--- config.mk ---
export PLATFORM = sky130hd
export DESIGN_NAME = mux_arbiter_2to1
export DESIGN_NICKNAME = d
export VERILOG_FILES = /design/src/rtl/mux_arbiter_2to1_pkg.sv /design/src/rtl/mux_arbiter_2to1_mux2to1_16b.sv /design/src/rtl/mux_arbiter_2to1.sv
export SDC_FILE = /design/constraint.sdc
export NUM_CORES = 1
export LEC_CHECK = 0
export CELL_PAD_IN_SITES_DETAIL_PLACEMENT = 1
export CELL_PAD_IN_SITES_GLOBAL_PLACEMENT = 2
export CORE_MARGIN = 4
export CORE_UTILIZATION = 30
export CTS_BUF_LIST = sky130_fd_sc_hd__clkbuf_2 sky130_fd_sc_hd__clkbuf_4 sky130_fd_sc_hd__clkbuf_8
export DETAILED_ROUTE_END_ITERATION = 10
export DONT_BUFFER_PORTS = 1
export GPL_TIMING_DRIVEN = 0
export PLACE_DENSITY = 0.73
export SYNTH_ARGS = -nofsm -noshare
export SYNTH_HDL_FRONTEND = slang
export SYNTH_SLANG_ARGS = --single-unit
--- constraint.sdc ---
create_clock -name clk -period 1.9 [get_ports clk]
set_clock_uncertainty 0.1 [all_clocks]
set_input_delay 0.095 -clock clk [delete_from_list [all_inputs] [get_ports clk]]
set_output_delay 0.095 -clock clk [all_outputs]
set_load 0.03 [all_outputs]
--- src/rtl/mux_arbiter_2to1_pkg.sv ---
// Shared definitions for the two-requester packet arbiter: datapath width,
// FSM state encodings and a small helper that maps a requester id to its
// ownership state.
package mux_arbiter_2to1_pkg;

   localparam int DATA_BITS = 16;

   typedef enum logic [1:0] {
      ARB_IDLE = 2'd0,
      ARB_OWN0 = 2'd1,
      ARB_OWN1 = 2'd2
   } arb_state_t;

   function automatic arb_state_t own_state(input logic id);
      return id ? ARB_OWN1 : ARB_OWN0;
   endfunction

endpackage

--- src/rtl/mux_arbiter_2to1_mux2to1_16b.sv ---
// Shared 2:1 data multiplexer. sel = 0 picks Data_in1 (requester 0),
// sel = 1 picks Data_in2 (requester 1).
module MUX2to1_16b
   import mux_arbiter_2to1_pkg::*;
(
   input  logic                 sel,
   input  logic [DATA_BITS-1:0] Data_in1,
   input  logic [DATA_BITS-1:0] Data_in2,
   output logic [DATA_BITS-1:0] Data_out
);

   // Pure combinational steering, no state.
   assign Data_out = sel ? Data_in2 : Data_in1;

endmodule

--- src/rtl/mux_arbiter_2to1.sv ---
// Packet-level round-robin arbiter sharing one datapath between two streams.
//
//   state    | meaning
//   ---------+-----------------------------------------------------------
//   ARB_IDLE | no owner; pick a requester for next cycle, accept nothing
//   ARB_OWN0 | requester 0 owns the mux until last / MAX_PKT beats
//   ARB_OWN1 | requester 1 owns the mux until last / MAX_PKT beats
//
// r_rr remembers the last requester served so a tie in IDLE goes to the
// other one. The beat counter only advances on accepted beats, so a stalled
// or paused owner keeps its grant without eating into its beat budget.
module mux_arbiter_2to1
   import mux_arbiter_2to1_pkg::*;
#(
   parameter int MAX_PKT = 8
) (
   input  logic                 clk,
   input  logic                 rst,
   input  logic                 req0_valid,
   input  logic [DATA_BITS-1:0] req0_data,
   input  logic                 req0_last,
   output logic                 req0_ready,
   input  logic                 req1_valid,
   input  logic [DATA_BITS-1:0] req1_data,
   input  logic                 req1_last,
   output logic                 req1_ready,
   output logic                 out_valid,
   output logic [DATA_BITS-1:0] out_data,
   output logic                 out_last,
   output logic                 out_src,
   input  logic                 out_ready,
   output logic                 busy
);

   localparam int                CNT_W    = $clog2(MAX_PKT + 1);
   localparam logic [CNT_W-1:0]  CNT_LAST = CNT_W'(MAX_PKT - 1);

   arb_state_t             r_state;
   arb_state_t             w_state_nxt;
   logic                   r_rr;
   logic [CNT_W-1:0]       r_cnt;
   logic                   r_out_valid;
   logic [DATA_BITS-1:0]   r_out_data;
   logic                   r_out_last;
   logic                   r_out_src;

   logic                   w_owner;
   logic                   w_own_active;
   logic                   w_stage_free;
   logic                   w_own_valid;
   logic                   w_oth_valid;
   logic                   w_own_last;
   logic                   w_grant_ready;
   logic                   w_acc;
   logic                   w_release;
   logic [DATA_BITS-1:0]   w_mux_data;

   MUX2to1_16b u_mux (
      .sel      (w_owner),
      .Data_in1 (req0_data),
      .Data_in2 (req1_data),
      .Data_out (w_mux_data)
   );

   // Handshake decode for the current owner; readys are held low in reset.
   always_comb begin
      w_owner       = (r_state == ARB_OWN1);
      w_own_active  = (r_state != ARB_IDLE) && !rst;
      w_stage_free  = !r_out_valid || out_ready;
      w_own_valid   = w_owner ? req1_valid : req0_valid;
      w_oth_valid   = w_owner ? req0_valid : req1_valid;
      w_own_last    = w_owner ? req1_last  : req0_last;
      w_grant_ready = w_own_active && w_stage_free;
      w_acc         = w_grant_ready && w_own_valid;
      w_release     = w_acc && (w_own_last || (r_cnt == CNT_LAST));
   end

   // Next-state: round-robin pick in IDLE, handoff or idle on release.
   // The owner's own valid on the release cycle belongs to the beat just
   // taken, so only the other requester can get a zero-bubble handoff.
   always_comb begin
      w_state_nxt = r_state;
      case (r_state)
         ARB_IDLE: begin
            if (req0_valid && req1_valid) begin
               w_state_nxt = own_state(!r_rr);
            end else if (req0_valid) begin
               w_state_nxt = ARB_OWN0;
            end else if (req1_valid) begin
               w_state_nxt = ARB_OWN1;
            end
         end
         ARB_OWN0, ARB_OWN1: begin
            if (w_release) begin
               w_state_nxt = w_oth_valid ? own_state(!w_owner) : ARB_IDLE;
            end
         end
         default: w_state_nxt = ARB_IDLE;
      endcase
   end

   // State register.
   always_ff @(posedge clk) begin
      if (rst) begin
         r_state <= ARB_IDLE;
      end else begin
         r_state <= w_state_nxt;
      end
   end

   // Round-robin pointer and per-grant beat counter.
   always_ff @(posedge clk) begin
      if (rst) begin
         r_rr  <= 1'b1;
         r_cnt <= '0;
      end else if (w_release) begin
         r_rr  <= w_owner;
         r_cnt <= '0;
      end else if (w_acc) begin
         r_cnt <= r_cnt + CNT_W'(1);
      end
   end

   // Single-entry output stage; a load wins over a drain in the same cycle.
   always_ff @(posedge clk) begin
      if (rst) begin
         r_out_valid <= 1'b0;
         r_out_data  <= '0;
         r_out_last  <= 1'b0;
         r_out_src   <= 1'b0;
      end else if (w_acc) begin
         r_out_valid <= 1'b1;
         r_out_data  <= w_mux_data;
         r_out_last  <= w_own_last;
         r_out_src   <= w_owner;
      end else if (out_ready) begin
         r_out_valid <= 1'b0;
      end
   end

   assign req0_ready = w_grant_ready && !w_owner;
   assign req1_ready = w_grant_ready &&  w_owner;
   assign out_valid  = r_out_valid;
   assign out_data   = r_out_data;
   assign out_last   = r_out_last;
   assign out_src    = r_out_src;
   assign busy       = (r_state != ARB_IDLE);

endmodule

Word-level counts from Yosys, hierarchy flattened
Index checks and enable logic that the tools add are counted.
Widths: inputs -> output; s select.
{"block": "op_classes", "n_eq_ne": 5, "muxes": 14, "reduce_logical": 18, "addsub": 1}
{"op": "$mux 16", "count": 1}
{"op": "$mux 2", "count": 7}
{"op": "$logic_and 1x1->1", "count": 7}
{"op": "$mux 1", "count": 5}
{"op": "$add 4x1->4 const B", "count": 1}
{"op": "$eq 4x3->1 const B", "count": 1}
{"op": "$ne 4x4->1 const B", "count": 1}
{"op": "$pmux 2 s2", "count": 1}
{"op": "$reduce_bool 2->1", "count": 2}
{"op": "$reduce_or 2->1", "count": 2}
{"op": "$logic_not 1->1", "count": 3}
{"op": "$eq 2x1->1 const B", "count": 1}
{"op": "$eq 2x2->1 const B", "count": 1}
{"op": "$logic_not 2->1", "count": 1}
{"op": "$logic_or 1x1->1", "count": 2}
{"op": "$ne 2x2->1 const B", "count": 1}
{"op": "$reduce_and 2->1", "count": 1}
{"block": "totals", "register_bits": 26, "inputBits": 39, "word_cells": 45, "out_inout_bits": 22}

Logic depth before layout (Yosys ltp)
{"block": "depth", "depth_word": 7, "depth_mapped": 9, "ltp_nobuf": 6}

Modules after synthesis
From an unflattened synthesis, not the netlist that was laid out.
{"block": "unflattened", "cells_unflattened": 156, "hier_area_um2": 1453.9}
{"module": "mux_arbiter_2to1", "area_per_inst_um2": 1204.9, "cells_each": 138, "instances": 1}
{"module": "MUX2to1_16b", "area_per_inst_um2": 249.0, "cells_each": 18, "instances": 1}

Worst setup path before layout
OpenSTA, ideal clock, no wires.
{"block": "synth_path", "path_kind": "reg2out", "start": "register r_state[0]", "end": "output req1_ready", "stages_incl_launch_ff": 7, "t_arrival_ps": 1967, "setup_slack_ps": -262, "path_cell_list": "dfxtp_1 -> inv_1 -> ha_1 -> clkbuf_1 -> buf_4 -> buf_2 -> nor3b_1"}
{"element": "start: declaration", "line": "mux_arbiter_2to1.sv:38", "source": "arb_state_t r_state;"}
{"element": "start signal: assignment", "line": "mux_arbiter_2to1.sv:107", "source": "r_state <= w_state_nxt;"}
{"element": "$eq 2x2->1", "line": "mux_arbiter_2to1.sv:67", "source": "w_owner = (r_state == ARB_OWN1);"}
{"element": "named net u_mux.sel", "line": "mux_arbiter_2to1_mux2to1_16b.sv:6", "source": "input logic sel,"}
{"element": "$logic_and 1x1->1", "line": "mux_arbiter_2to1.sv:142", "source": "assign req1_ready = w_grant_ready && w_owner;"}
{"element": "end: declaration", "line": "mux_arbiter_2to1.sv:26", "source": "output logic req1_ready,"}
The timed path passes the listed nets, and every way through them passes these cells.

Worst setup path after layout
{"block": "layout_path", "start": "register r_state[1]", "end": "register r_state[0]"}
{"block": "layout_between", "elab_chain_cells": 7}
{"element": "branches (longest 7 deep; another with $eq 2x2->1)"}
Parallel ways; which one is timed is not known. The select of a mux whose other input is x is not followed.
A chain may end at the register's enable or synchronous reset.

==> out/qor.yml <==
cells_and_area:
  mostFrequentLayoutCell: "dlygate4sd3_1"
  final_cell_mix: "dlygate4sd3_1 (28), dfxtp_1 (24), mux2i_1 (19)"
  drive_gt1_share_pct: 40.88
  fin_cells: 233
  layout.area.seq_um2: 525.5
  syn_to_final_growth_pct: 52.93
  diodes: 0
  nets: 226
  finish.utilization_pct: 48.48
  fill_cells: 483
  multiInputGateArea_um2: 958.4
routing:
  ant_nets: 0
  wl_per_cell_um: 19.09
  first_pass_iters: 4
  drc: 0
  vias: 1209
  viasPerCell: 5.189
  initialDrtViolationCount: 75
  drt_wl_total_um: 4447
status:
  status: "finished, violations left"
  violations: "hold timing, setup timing"
grt:
  grt_pass1_wl_um: 6748
  grtUsageMet2_pct: 27.42
  grt_use_total_pct: 14.55
  grt_max_degree: 20
  grt.overflow.total: 0
  antenna_found_initial: 0
  globalRouteMet1Util_pct: 15.97
  first_global_vias: 1328
  met3_usage_pct: 3.428
  gr-max-usage-layer: "met2"
placement:
  placed_cells: 190
  buffer_ports.inserted: 0
  gp_congestion: 0.7953
  hpwl_um: 2748
  dp_slack_ns: -0.1930
worst_setup_path:
  ff2ff_setup_slack_ns: -0.05
  worstSetupStartpointType: "flop"
  required_ns: 1.97
  critical_path.max_stage_delay_ns: 0.38
  critPathKind: "flop to flop"
  path_max_fanout: 4
  crit_chain: "buf_6 -> ha_4 -> mux2i_4 -> a2111oi_4 -> o22a_2 -> mux2_4"
  cp.arrival_ns: 2.02
  reg2regPathDepth: 6
  r2r_end: "r_state[0]$_SDFFE_PP0P_"
  cp-end-kind: "flop"
  timing.rr.start: "r_state[1]$_SDFFE_PP0P_"
  cp_slowest_cell: "dfxtp_4"
cts:
  cts_tree: "built"
  clockRootBuffer: "clkbuf_8"
  ctsHtreeMaxLevel: 1
  clkTransAtPathRegs_ns: 0.10
  cts_buffers: 3
  clk_latency_ns: 0.28
  clk_path_buf_depth: 2
  cts_sinks: 26
job:
  max_cap_violations: 0
yosys:
  syn-num-nets: 182
  netlist_instances: 138
  ys_top_cells_by_area: "dfxtp_1 (37%), mux2i_1 (15%), a211oi_2 (8.9%)"
  synth_top_area_cell: "dfxtp_1"
  synth.distinct_cells: 34
  synth_area_per_cell_um2: 10.21
  yosysWarningCount: 0
  yosys.area.top_type_share_pct: 36.94
  ys_ff_latch: 26
  yosysSeqAreaShare_pct: 36.94
  netlist_area_um2: 1409
timing:
  setup_violations: 1
  timing.final.crit_share_pct: 102.5
  worst_hold_slack_ns: -0.006995
  worst_slew_pin_slew_ns: 0.6799
  rsz0062_at_grt: "yes"
  slew-limit-headroom_pct: 54.68
  finalSetupTns_ns: -0.04796
  hold_viol: 1
  fin_crit_ns: 1.948
  fmax_mhz: 513.4
  slew_violations: 0
  fin_ws_ns: -0.04796
power_and_ir_drop:
  pwr-share-comb_pct: 52.1
  p_int_uw: 1728
  powerDensity_nw_per_um2: 1355
  p_leak_uw: 0.0007501
  ir_drop_mv: 0.6251
  p_sw_share_pct: 40.82
  p_sw_uw: 1192
  seqPwrFrac_pct: 31.7
  clockPowerShare_pct: 16.2
hold_path:
  whs_path_depth: 2
  hold_end: "out_data[13]$_SDFFE_PP0P_"
  hp-class: "input pin to flop"
  min-delay-start: "req1_data[13]"
floorplan:
  fp.coreArea_um2: 4444
  start_util_pct: 31.70
  io_pins: 61
  rows: 24
  dieArea_um2: 5857
  die_h_um: 76.53
  die_w_um: 76.53
-- logic make-up (layout without fill, tap and decap cells) --
group,count (synthesis),in the layout,synth area share [%]
fa+ha+maj,5,5,4.440
mux,23,23,16.78
buf+inv,15,58,6.571
flops,26,26,36.94
simple gates,43,43,15.81
compound gates,23,23,17.58
xor+xnor,3,3,1.865
-- per-stage QoR --
step	hold slack, ns	power (µW)	cell area [µm²]
final	-0.006995	2920	2155
after global routing	-0.008843	3086	2155
after CTS	-0.03617	2673	1964
after detailed placement	0.2566	1982	1525
after global placement	0.2451	1940	1525
after floorplan	0.2287	1790	1460
-- critical path: cells and delay by family (launching register included) --
family,cells,cell delay [ns]
adder cells (fa/ha/maj),1,0.17
flip-flops,1,0.38
AO/OA/AOI/OAI,2,0.56
multiplexers,2,0.51
buffers and inverters,1,0.12
-- how the worst max path moves through the flow --
stage                     slack (ns)  depth (start not counted)                      end                     from
after floorplan                -0.01                          7  r_state[0]$_SDFFE_PP0P_  r_state[0]$_SDFFE_PP0P_
after global placement         -0.18                          4  r_state[0]$_SDFFE_PP0P_   out_valid$_SDFFE_PP0P_
after detailed placement       -0.19                          4  r_state[0]$_SDFFE_PP0P_   out_valid$_SDFFE_PP0P_
after CTS                      -0.10                          7  r_state[0]$_SDFFE_PP0P_  r_state[1]$_SDFFE_PP0P_
after global routing           -0.12                          6  r_state[0]$_SDFFE_PP0P_  r_state[1]$_SDFFE_PP0P_
final                          -0.05                          6  r_state[0]$_SDFFE_PP0P_  r_state[1]$_SDFFE_PP0P_
-- final cells by class --
| class | instances | area share (%) |
|---|---|---|
| buffer | 9 | 4.007 |
| clock buffer | 3 | 1.916 |
| multi-input combinational | 97 | 44.48 |
| clock inverter | 1 | 1.394 |
| tap | 52 | 3.020 |
| timing repair buffer | 41 | 19.86 |
| inverter | 4 | 0.9292 |
| sequential | 26 | 24.39 |
-- power by group through the flow --
stage               sequential [µW]  combinational (µW)  clock [µW]
finish                          924                1520         474
detailed placement              915                1070           0
global route                    938                1640         511
CTS                             906                1280         483
global placement                910                1030           0
floorplan                       885                 905           0
-- layer usage --
metal  share of wire [%]  wire length [µm]
met1                  41              1812
met2                  54              2402
met3                 4.2               185
met4                 1.1                48
met5                   0                 0
-- sequential cells by signal (all words and copies together) (netlist names) --
name / flops
out_data: 16
r_cnt: 4
r_state: 2
out_last: 1
out_src: 1
out_valid: 1
r_rr: 1
-- synth_stat cells (all sizes together) --
master and number:
inv 4, nor2b 3, or2 2, o21ai 1
a32oi 1, mux2i 21, dfxtp 26, clkbuf 3
nand2b 3, nand3 1, or4b 1, nor2 25
ha 5, a2111oi 1, nor4 1, mux2 2
xnor2 2, nor3 3, o22a 1, a211o 1
nor3b 2, nand3b 1, xor2 1, a311o 1
buf 8, nand4b 1, a211oi 17
-- timing repair --
action	CTS	global route
endpoints found under the setup margin	26	27
endpoints found under the hold margin	16	2
pin swaps	5	17
hold buffers	26	2
gates resized for setup	13	27
cloned	0	1
setup buffers	5	7
Note: power is estimated with default switching activity, not from simulation.
